$ cat src/rtl/lfsr_checker_lfsr15.sv
// 15-bit Fibonacci LFSR (x^15 + x^14 + 1) shared by pattern generator and checker;
// the low DataBits of the register form the current pattern word.
module lfsr15_shift #(
    parameter int          DataBits = 8,
    parameter logic [14:0] LfsrSeed = 15'd1
) (
    input  logic                clk,
    input  logic                rst,
    input  logic                i_init,
    input  logic                i_shift,
    output logic [DataBits-1:0] o_data
);

    logic [14:0] r_lfsr;

    // LFSR state: reload seed on init, otherwise advance one step per shift.
    always_ff @(posedge clk or posedge rst) begin
        if (rst) begin
            r_lfsr <= LfsrSeed;
        end else if (i_init) begin
            r_lfsr <= LfsrSeed;
        end else if (i_shift) begin
            r_lfsr <= {r_lfsr[13:0], r_lfsr[14] ^ r_lfsr[13]};
        end else begin
            r_lfsr <= r_lfsr;
        end
    end

    assign o_data = r_lfsr[DataBits-1:0];

endmodule

$ cat config.mk
export PLATFORM = sky130hd
export DESIGN_NAME = lfsr15_shift
export DESIGN_NICKNAME = d
export VERILOG_FILES = /design/src/rtl/lfsr_checker_lfsr15.sv
export SDC_FILE = /design/constraint.sdc
export NUM_CORES = 1
export LEC_CHECK = 0
export ABC_AREA = 1
export CAP_MARGIN = 20
export CORE_MARGIN = 2
export CORE_UTILIZATION = 42
export CTS_CLUSTER_DIAMETER = 150
export DETAILED_ROUTE_END_ITERATION = 12
export PLACE_DENSITY = 0.71
export RECOVER_POWER = 25
export SLEW_MARGIN = 10
export SYNTH_ARGS = -nofsm -noshare
export SYNTH_HDL_FRONTEND = slang
export SYNTH_SLANG_ARGS = --single-unit
export TNS_END_PERCENT = 30
$ cat constraint.sdc
create_clock -name clk -period 0.8 [get_ports clk]
set_input_delay 0.08 -clock clk [delete_from_list [all_inputs] [get_ports clk]]
set_output_delay 0.08 -clock clk [all_outputs]
set_load 0.01 [all_outputs]
Word level (Yosys, flattened, before mapping)
Index checks and enable logic that the tools add are counted.
{"block": "op_classes", "n_bitwise": 1, "n_reduce_logical": 1, "muxes": 2}
{"op": "$mux 15", "count": 2}
{"op": "$reduce_bool 2->1", "count": 1}
{"op": "$xor 1x1->1", "count": 1}
{"block": "word_totals", "reg_bits": 15, "elab_cells": 5, "input_bits": 4, "out_inout_bits": 8}

Logic depth before layout (Yosys ltp)
Gate-level depths: netlist of run 1.
{"block": "depth", "depth_word": 3, "mapped_depth": 5, "mapped_depth_nobuf": 5}

Worst setup path after synthesis of run 1
OpenSTA, ideal clock, no wires.
{"block": "synth_timing", "kind": "reg2out", "startpoint": "reg r_lfsr[0]", "endpoint": "out o_data[0]", "path_slack_ns": 0.098, "required_time_ns": 0.720, "arrival_time_ns": 0.622, "stages_incl_launch_ff": 2, "cell_sequence": "dfstp_2 -> buf_4"}
{"item": "start, declared", "line_no": "14", "rtl": "logic [14:0] r_lfsr;"}
{"item": "start signal, assigned", "line_no": "19", "rtl": "r_lfsr <= LfsrSeed;"}
{"item": "start signal, assigned", "line_no": "21", "rtl": "r_lfsr <= LfsrSeed;"}
{"item": "start signal, assigned", "line_no": "23", "rtl": "r_lfsr <= {r_lfsr[13:0], r_lfsr[14] ^ r_lfsr[13]};"}
{"item": "end, declared", "line_no": "11", "rtl": "output logic [DataBits-1:0] o_data"}
No word-level cell between the ends.

Worst setup path after layout of run 1
{"block": "layout_timing", "startpoint": "reg r_lfsr[0]", "endpoint": "out o_data[0]"}
No word-level cell between the ends.

==> results of run 1 <==
worst max-delay path by stage:
stage,cells past startpoint,endpoint,slack [ns]
final,1,o_data[0],-0.21
after global routing,1,o_data[0],-0.24
after CTS,1,o_data[0],-0.21
after detailed placement,4,r_lfsr[9],-0.34
after global placement,4,r_lfsr[9],-0.35
after floorplan,1,o_data[0],0.1
cells by family after synthesis:
logic type / Yosys count / synth area share, %
compound gates: 13 / 9.594
buf+inv: 17 / 16.05
flops: 15 / 55.54
simple gates: 29 / 18.82
power by group through the flow:
stage / combinational [mW] / sequential [mW] / clock (mW)
finish: 0.137 / 0.779 / 0.431
global route: 0.151 / 0.780 / 0.474
CTS: 0.149 / 0.779 / 0.443
detailed placement: 0.153 / 0.792 / 0
global placement: 0.152 / 0.791 / 0
floorplan: 0.0861 / 0.793 / 0
synthesized netlist by cell type, drive strengths merged:
| cell | instances | share of area, % |
|---|---|---|
| a21oi | 1 | 0.74 |
| buf | 11 | 13 |
| dfrtp | 14 | 52 |
| dfstp | 1 | 3.9 |
| inv | 6 | 3.3 |
| nand2 | 19 | 11 |
| nand3 | 9 | 6.6 |
| nor2 | 1 | 1.7 |
| o21ai | 12 | 8.9 |
timing repair:
| item | in CTS | in global routing |
|---|---|---|
| pin swaps | 2 | 0 |
| buffers inserted | 2 | 0 |
| setup endpoints to repair | 22 | 12 |
| resized for setup | 37 | 2 |
worst register-to-register path, stage by stage (launching register included):
cell and delay, ns:
dfstp_2 0.55, buf_4 0.11, nand3_1 0.06, nand2_1 0.06
routing by layer:
layer	GRT usage (%)	vias up
met5	0	-
met4	7.879	0
met3	6.122	5
met2	23.82	16
met1	16.54	243
li1	-	259
final cells by class:
type	instances	area [um^2]	share of cell area, %
well taps	16	20.02	2.473
flip-flops and latches	15	376.6	46.52
inverters	6	25.02	3.091
repair buffers	22	163.9	20.25
clock buffers	4	26.28	3.246
multi-input cells	42	197.7	24.42
placed cells by master, fill, tap and decap left out, types with 2 or more instances in the layout:
cell type,instances
buf_2,6
buf_4,9
buf_6,3
clkbuf_4,3
dfrtp_1,14
dlygate4sd2_1,2
inv_1,3
inv_2,2
nand2_1,19
nand3_1,8
o21ai_1,12
per-stage QoR:
step / hold WS (ns) / cells / worst slack, ns / total power [mW] / TNS [ns]
2_1_floorplan: -0.01924 / 74 / 0.09822 / 0.8787 / 0
3_3_place_gp: 0.4041 / 99 / -0.3510 / 0.9427 / -5.979
3_5_place_dp: 0.4104 / 99 / -0.3449 / 0.9458 / -6.160
4_1_cts: 0.1008 / 105 / -0.2141 / 1.371 / -1.054
5_1_grt: 0.3129 / 105 / -0.2365 / 1.406 / -1.290
6_report: 0.2851 / 105 / -0.2060 / 1.346 / -0.9143
==> out/metrics.csv, run 1 <==
stage,metric,value,unit
status,outcome,"complete, but fails checks",
status,failing checks,setup timing,
critical_path,"slowest stage delay, CP",0.55,ns
detailed_routing,highest routed layer,met4,
power_and_ir_drop,sequential cell fraction of total power,57.8,%
critical_path,R2R Setup Slk,-0.04,ns
clock_network,H-tree depth,1,
timing,final setup vio count,12,
synth,post-synthesis sequential area ratio,55.54,%
clock_network,Num Clock Sinks,15,
power_and_ir_drop,Pwr Density,1663,nW/um^2
layout,Reg with most FFs,r_lfsr,
placed_design,"Cell Area, Placed",802.0,um^2
critical_path,r2r startpoint,r_lfsr[0],
detailed_routing,met1 wire length,565,um
timing,Max Clock Freq,994.1,MHz
critical_path,CP endpoint kind,output port,
detailed_routing,1st-pass router iterations,5,
clock_network,hold_buf cts,0,
floorplanning,die height,44.18,um
timing,Slew HR,75.99,%
detailed_routing,met2 WL,599,um
layout,Filler cells,141,
job,Max Cap Viol,0,
critical_path,Worst Path Required,0.72,ns
layout,max FFs per register,15,
detailed_routing,Antenna Nets Post-Route,0,
timing,RSZ-0062 raised after global routing,yes,
clock_network,root buffer cell,clkbuf_4,
placed_design,PortBufs,11,
placed_design,hpwl dp,868.6,um
global_route,largest net degree at the start of global routing,16,
detailed_routing,drt wl/cell,12.06,um
timing,Final period util,125.7,%
critical_path,Setup crit start,r_lfsr[0],
power_and_ir_drop,P_leak,0.4097,nW
power_and_ir_drop,Pint,1.022,mW
critical_path,Worst EP arrival,0.93,ns
floorplanning,die area,1952,um^2
critical_path,Worst Setup Start Kind,flip-flop,
floorplanning,row count,14,
detailed_routing,Via density,4.981,
layout,ant diodes,0,
floorplanning,I/O Pins,12,
layout,layout cells sized above 1,31.46,%
synth,Mapped Nets,78,
timing,Final Worst Setup Slack,-0.2060,ns
layout,nets@finish,94,
global_route,initial antenna violation count,0,
critical_path,WP buf/inv,1,
global_route,GRT overflow,0,
power_and_ir_drop,switching share of power,24.07,%
layout,Largest regs,r_lfsr x15,
global_route,first-pass GRT wire length,2014,um
detailed_routing,wire length on met3,73,um
critical_path,worst-path fanout max,2,
synth,syn_area_per_cell,9.164,um^2
power_and_ir_drop,P_sw,0.3241,mW
layout,synth-to-layout area growth,19.37,%
clock_network,Clock Latency Late Sink,0.28,ns
power_and_ir_drop,maximum VDD drop,1000,uV
clock_network,CTS buffer count,3,
clock_network,clock-pin slew on the worst setup and hold paths,0.09,ns
timing,Fin. Hold Viols,0,
timing,worst-margin pin slew,0.3601,ns
timing,Pins Over Slew Limit,0,
placed_design,global placement routability congestion,0.7439,
synth,Gate Count Post-Synth,74,
detailed_routing,initial DRC count,16,
detailed_routing,Routed WL,1266,um
synth,warning count from the yosys run,0,
synth,Yosys cell types,11,
clock_network,TritonCTS clock tree,done,
global_route,Global Route Usage Sum,14.75,%
detailed_routing,Post-route DRC,0,
power_and_ir_drop,Comb power frac,10.2,%
detailed_routing,via count,523,
critical_path,worst reg2reg endpoint,r_lfsr[1],
critical_path,critical path's top delay family,flip-flops,
hold_path,Hold Path Class,in -> async,
timing,worst clock skew,0.002383,ns
synth,post-synthesis cell area,678.2,um^2
synth,"flops & latches, synth",15,
floorplanning,Starting Density,45.02,%
floorplanning,core area,1506,um^2
floorplanning,Die Wd,44.18,um
layout,Util after Layout,53.74,%
global_route,vias in the first global route,469,
critical_path,Reg2Reg Depth,3,
critical_path,crit-path cells,buf_6,
power_and_ir_drop,Clock Power Share,32.0,%
clock_network,clock buffer depth,2,
critical_path,critical path type,reg -> out,
timing,final worst path period need,1.006,ns
critical_path,slowest CP cell,dfstp_2,
layout,Finished Cell Area,809.5,um^2
(Power assumes the default switching activity.)
==> run 2: changes to the inputs <==
CTS_CLUSTER_DIAMETER = default   (was 150)
==> results of run 2 <==
The final DEF is identical to that of run 1; final timing and power are the same.
